File: config.mk
export PLATFORM = sky130hd
export DESIGN_NAME = mux_seq_n
export DESIGN_NICKNAME = d
export VERILOG_FILES = /design/src/rtl/mux_seq_n.sv
export SDC_FILE = /design/constraint.sdc
export NUM_CORES = 1
export LEC_CHECK = 0
export CORE_MARGIN = 5
export CORE_UTILIZATION = 49
export DETAILED_ROUTE_END_ITERATION = 6
export GPL_TIMING_DRIVEN = 1
export PLACE_DENSITY = 0.78
export SKIP_CTS_REPAIR_TIMING = 1
export SLEW_MARGIN = 20
export SYNTH_ARGS = -nofsm -noshare
export SYNTH_HDL_FRONTEND = slang
export SYNTH_SLANG_ARGS = --single-unit
File: constraint.sdc
create_clock -name clk -period 2.6 [get_ports clk]
set_input_delay 0.65 -clock clk [delete_from_list [all_inputs] [get_ports clk]]
set_output_delay 0.65 -clock clk [all_outputs]
set_load 0.01 [all_outputs]
File: src/rtl/mux_seq_n.sv
// Registered N:1 lane selector: captures an N-lane vector in one handshake and
// delivers lanes either streamed 0..N-1 or by random-access index.
//
// state  | meaning
// IDLE   | waiting for a vector; in_ready high
// STREAM | presenting lanes 0..N-1 in order, one per accepted beat
// ACCESS | serving indexed read requests until done
module mux_seq_n #(
    parameter int WIDTH = 16,
    parameter int N     = 16
) (
    input  logic                   clk,
    input  logic                   rst_n,
    input  logic                   in_valid,
    output logic                   in_ready,
    input  logic [N*WIDTH-1:0]     in_data,
    input  logic                   mode,
    input  logic                   sel_valid,
    input  logic [$clog2(N)-1:0]   sel,
    input  logic                   done,
    output logic                   out_valid,
    input  logic                   out_ready,
    output logic [WIDTH-1:0]       out_data,
    output logic [$clog2(N)-1:0]   out_index,
    output logic                   out_last
);

    localparam int SEL_W = $clog2(N);

    typedef enum logic [1:0] {
        IDLE   = 2'd0,
        STREAM = 2'd1,
        ACCESS = 2'd2
    } state_t;

    state_t             state, state_d;
    logic [N*WIDTH-1:0] buffer, buffer_d;
    logic               in_ready_d;
    logic               out_valid_d;
    logic [WIDTH-1:0]   out_data_d;
    logic [SEL_W-1:0]   out_index_d;
    logic               out_last_d;
    logic [SEL_W-1:0]   next_index;

    // Explicit compare per lane so indices >= N decode to zero.
    function automatic logic [WIDTH-1:0] pick(input logic [N*WIDTH-1:0] vec,
                                              input logic [SEL_W-1:0]   idx);
        logic [WIDTH-1:0] r;
        r = '0;
        for (int k = 0; k < N; k++) begin
            if (idx == SEL_W'(k)) r = vec[k*WIDTH +: WIDTH];
        end
        return r;
    endfunction

    assign next_index = out_index + SEL_W'(1);
    assign in_ready_d = (state_d == IDLE);

    always_comb begin
        state_d     = state;
        buffer_d    = buffer;
        out_valid_d = out_valid;
        out_data_d  = out_data;
        out_index_d = out_index;
        out_last_d  = out_last;
        case (state)
            IDLE: begin
                if (in_valid && in_ready) begin
                    buffer_d = in_data;
                    if (!mode) begin
                        state_d     = STREAM;
                        out_valid_d = 1'b1;
                        out_data_d  = in_data[WIDTH-1:0];
                        out_index_d = '0;
                        out_last_d  = 1'b0;
                    end else begin
                        state_d     = ACCESS;
                        out_valid_d = 1'b0;
                        out_last_d  = 1'b0;
                    end
                end
            end
            STREAM: begin
                if (out_valid && out_ready) begin
                    if (out_last) begin
                        state_d     = IDLE;
                        out_valid_d = 1'b0;
                        out_last_d  = 1'b0;
                    end else begin
                        out_index_d = next_index;
                        out_data_d  = pick(buffer, next_index);
                        out_last_d  = (next_index == SEL_W'(N-1));
                    end
                end
            end
            ACCESS: begin
                // done has priority and drops any undelivered beat
                if (done) begin
                    state_d     = IDLE;
                    out_valid_d = 1'b0;
                end else begin
                    if (out_valid && out_ready) out_valid_d = 1'b0;
                    if (sel_valid && (!out_valid || out_ready)) begin
                        out_valid_d = 1'b1;
                        out_index_d = sel;
                        out_data_d  = pick(buffer, sel);
                        out_last_d  = 1'b0;
                    end
                end
            end
            default: begin
                state_d     = IDLE;
                out_valid_d = 1'b0;
                out_last_d  = 1'b0;
            end
        endcase
    end

    always_ff @(posedge clk or negedge rst_n) begin
        if (!rst_n) state <= IDLE;
        else        state <= state_d;
    end

    always_ff @(posedge clk or negedge rst_n) begin
        if (!rst_n) begin
            buffer    <= '0;
            in_ready  <= 1'b0;
            out_valid <= 1'b0;
            out_data  <= '0;
            out_index <= '0;
            out_last  <= 1'b0;
        end else begin
            buffer    <= buffer_d;
            in_ready  <= in_ready_d;
            out_valid <= out_valid_d;
            out_data  <= out_data_d;
            out_index <= out_index_d;
            out_last  <= out_last_d;
        end
    end

endmodule

Word level (Yosys, flattened, before mapping):

Cells that the tools add are included.
W data, S select, Z words.

* add/subtract/negate cells: 1
* equality and inequality tests: 40
* mux-type cells: 66
* reductions and logical operators: 14

Operators with widths (number)
* $mux W16: 38
* $eq A4 B4 Y1 const B: 16
* $pmux W16 S3: 1
* $eq A4 B3 Y1 const B: 8
* $mux W4: 6
* $eq A4 B2 Y1 const B: 4
* $ne A2 B2 Y1 const B: 7
* $mux W1: 12
* $pmux W4 S3: 1
* $mux W2: 5
* $eq A4 B1 Y1 const B: 2
* $logic_not A4 Y1: 2
* $reduce_and A4 Y1: 2
* $reduce_and A7 Y1: 1
* $pmux W1 S3: 2
* $pmux W2 S3: 1
* $add A4 B1 Y4 const B: 1
* $logic_not A2 Y1: 2
* $ne A4 B4 Y1 const B: 1
* $logic_and A1 B1 Y1: 3
* $reduce_bool A3 Y1: 1
* $eq A2 B1 Y1 const B: 1
* $eq A2 B2 Y1 const B: 1
* $reduce_and A2 Y1: 1
* 2 further kinds: 2

* flip-flop bits (word level): 281
* input port bits: 267
* word-level logic and storage cells: 128

Logic depth before layout (Yosys ltp):

* depth after elaboration: 21
* gate-level depth with buffers: 12
* depth with buffers taken out: 9

Worst setup path before layout:

OpenSTA, ideal clock, no wires.

* path type: input-to-reg
* start point: in sel[1]
* end point: reg out_data[11]
* setup time: 135 ps
* arrival time: 2447 ps
* data required time: 2465 ps
* setup slack: 18 ps
* stages on the path: 9
* buffers on the path: 3
* cells stage by stage: clkbuf_1 > buf_2 > buf_2 > mux4_2 > a221oi_1 > o211ai_1 > o21bai_1 > a221oi_1 > o31ai_1

* longest elaborated chain between the ends: 20

RTL lines
* from (decl): RTL line 19 `input logic [$clog2(N)-1:0] sel,`
* $logic_not A4 Y1: RTL line 51 `if (idx == SEL_W'(k)) r = vec[k*WIDTH +: WIDTH];`
* $mux W16 (15 in series): RTL line 51
* $mux W16 (*): RTL line 51
* $mux W16 (*): RTL line 103 `if (sel_valid && (!out_valid || out_ready)) begin`
* $mux W16 (*): RTL line 98 `if (done) begin`
* $pmux W16 S3 (*): RTL line 66 `case (state)`
* to (signal assigned): RTL line 136 `out_data <= out_data_d;`
* to (decl): RTL line 23 `output logic [WIDTH-1:0] out_data,`

Mark *: on every way between the ends. The rest lies on a longest branch, timed or not. The select of a mux whose other input is x is not followed.
A chain may end at the register's enable or synchronous reset.

Worst setup path after layout:

* start point: reg out_index[1]
* end point: reg out_data[3]

* longest elaborated chain between the ends: 21

RTL lines
* from (decl): RTL line 24 `output logic [$clog2(N)-1:0] out_index,`
* from (signal assigned): RTL line 137 `out_index <= out_index_d;`
* $add A4 B1 Y4 (*): RTL line 56 `assign next_index = out_index + SEL_W'(1);`
* $logic_not A4 Y1: RTL line 51
* $mux W16 (15 in series): RTL line 51
* $mux W16 (*): RTL line 51
* $mux W16 (*): RTL line 85 `if (out_last) begin`
* $mux W16 (*): RTL line 84 `if (out_valid && out_ready) begin`
* $pmux W16 S3 (*): RTL line 66

Marks and branches as above.

==> impl_metrics.tcl <==
set metrics [dict create \
    power.density_mw_per_mm2 1140 \
    grt_antenna_before_repair 6 \
    start_util_pct 49.5 \
    leakagePower_nw 11.0 \
    syn-num-nets 2409 \
    min-delay-path-class "input pin to asynchronous set/reset pin" \
    nets 2921 \
    cts_tree "built" \
    worstPathRequired_ns 3.11 \
    arrival_ns 3.40 \
    fmax_mhz 346 \
    violations "negative setup slack" \
    end_kind "register" \
    ys_ff_latch 281 \
    synth_area_mm2 0.0166 \
    post_synth.cell_area_avg_um2 7.77 \
    grt_pass1_wl_um 125000 \
    seq_area_frac_synth_pct 42.5 \
    maxCapViolations 0 \
    peakVddDrop_v 0.000792 \
    fill_cells 2531 \
    htreeDepth 1 \
    drt_iter0_markers 3112 \
    clock_latency_ns 0.57 \
    die_h_um 194 \
    skew_ns 0.0130 \
    top_level_ports 290 \
    stdcell_count 3114 \
    core_area_mm2 0.0334 \
    hpwlAfterDp_um 67700 \
    clkTransAtPathRegs_ns 0.07 \
    async_flop_share_pct 100 \
    syn_inst 2132 \
    grt_max_degree 89 \
    cts_buffer_depth 3 \
    status "finished, violations left" \
    final_common_cell "nand2_1" \
    syn2layout_area_growth_pct 42.1 \
    grt_usage_pct 43.7 \
    worst_hold_slack_ns 0.0164 \
    ys.flop_type "dfrtp_1" \
    vias 20012 \
    synth_edf_count 0 \
    maxSlewViolCount 0 \
    post-route-period-util_pct 111 \
    numPortBuffers 289 \
    critPathKind "register to register" \
    gp_congestion 1.17 \
    mostFrequentLayoutCells "nand2_1 (866), buf_4 (318), clkdlybuf4s50_1 (285)" \
    register_area_mm2 0.00704 \
    dieArea_mm2 0.0376 \
    drive_gt1_share_pct 18.5 \
    cts-root-buf "clkbuf_16" \
    postRouteAntennaNets 0 \
    grt_pass1_vias 19521 \
    hold_viol 0 \
    period_minus_slack_ns 2.89 \
    setup_ws_ns -0.294 \
    rows 67 \
    ys_types 85 \
    drc_errors 0 \
    path_max_fanout 16 \
    setup_tns_ns -2.94 \
    wl_per_cell_um 27.7 \
    setup_viol 16 \
    place_inst 3052 \
    fp.dieW_um 194 \
    routed_wl_um 86200 \
    total_power_mw 26.8 \
    cts.sinks 281 \
    crit_path_start_kind "register" \
    avgViaCountPerCell 6.43 \
    globalRoute.totalOverflow 0 \
    dr.pass1.iters 6 \
    multi_input_area_mm2 0.00897 \
    worst_slew_pin_slew_ns 0.781 \
    ys_warn_count 0 \
    slew_headroom_pct 47.4 \
    rsz0062_at_grt "yes" \
    cts_buffers 29 \
]
## power breakdown
group / leakage (nW) / switching (mW) / internal [mW]
clock: 0.503 / 1.80 / 2.68
sequential: 3.49 / 3.04 / 6.45
combinational: 7.02 / 7.48 / 5.39
total: 11.0 / 12.3 / 14.5
## path summary, 6_finish.rpt
kind | from | to | slack (ns) | depth (start not counted)
worst min-delay path | rst_n | buffer[87]$_DFFE_PN0P_ | 0.02 | 1
worst max-delay path | out_index[1]$_DFFE_PN0P_ | out_data[3]$_DFFE_PN0P_ | -0.29 | 11
min in group clk | buffer[97]$_DFFE_PN0P_ | buffer[97]$_DFFE_PN0P_ | 0.51 | 2
max in group asynchronous | rst_n | out_valid$_DFFE_PN0P_ | 1.80 | 2
worst max register to register | out_index[1]$_DFFE_PN0P_ | out_data[3]$_DFFE_PN0P_ | -0.29 | 11
worst min register to register | buffer[97]$_DFFE_PN0P_ | buffer[97]$_DFFE_PN0P_ | 0.51 | 2
## registers in the layout, indices dropped and copies added (netlist names)
signal	count
buffer	256
out_index	4
out_last	1
state	2
out_valid	1
out_data	16
in_ready	1
## cells by family after synthesis
group,after synthesis,synth area share (%)
AOI/OAI and AO/OA,508,21.3
xor gates and xnor gates,1,0.0529
adders and majority gates,10,0.755
buffers and inverters,189,4.75
DFF,281,42.5
muxes,43,3.70
and+or+nand+nor,1100,27.0
## per-stage QoR
stage	setup slack (ns)	util, %	area, um^2
detailed placement	-0.634	66.3	22200
finish	-0.294	70.4	23500
floorplan	0.0181	-	16600
CTS	-0.654	69.4	23200
global route	-0.309	70.4	23500
global placement	-0.669	66.3	22200
## layer usage
metal,part of all wire [%],track usage (%),vias to the layer above
li1,-,-,8446
met1,37,57.4,9543
met2,43,66.3,1604
met3,13,13.7,413
met4,6.8,20.4,6
met5,0.046,1.28,-
## final cells by class
class / count / area share, %
diodes: 1 / 0.0106
clock buffers: 36 / 3.41
clock inverters: 16 / 0.925
inverters: 31 / 0.510
multi-input cells: 1662 / 38.1
flip-flops and latches: 281 / 29.9
well taps: 448 / 2.38
repair buffers: 639 / 24.8
## critical path: stages, from the launching register on
cell and delay [ns]:
dfrtp_2 0.46, inv_2 0.11, ha_4 0.18, buf_4 0.29, clkinvlp_4 0.29, buf_4 0.25, nand2_1 0.21, a21oi_1 0.11
o221ai_1 0.23, nand4_1 0.22, nand4b_1 0.31, a21o_1 0.16
## cells in the mapped netlist (all sizes together), types with 13 or more instances
cell	number	area, um^2
mux2i	14	140
clkbuf	109	409
o211ai	18	149
a221oi	39	348
o22ai	36	225
nor2b	18	113
dfrtp	281	7030
nor2	94	370
o221ai	15	131
a221o	17	170
a21oi	105	526
mux2	16	180
nand3	27	135
a32oi	13	114
a22oi	35	263
buf	49	262
a2111oi	13	114
nor3	26	130
inv	30	113
nand2	869	3260
mux4	13	293
o21ai	100	500
a211oi	14	110
(Power assumes the default switching activity.)
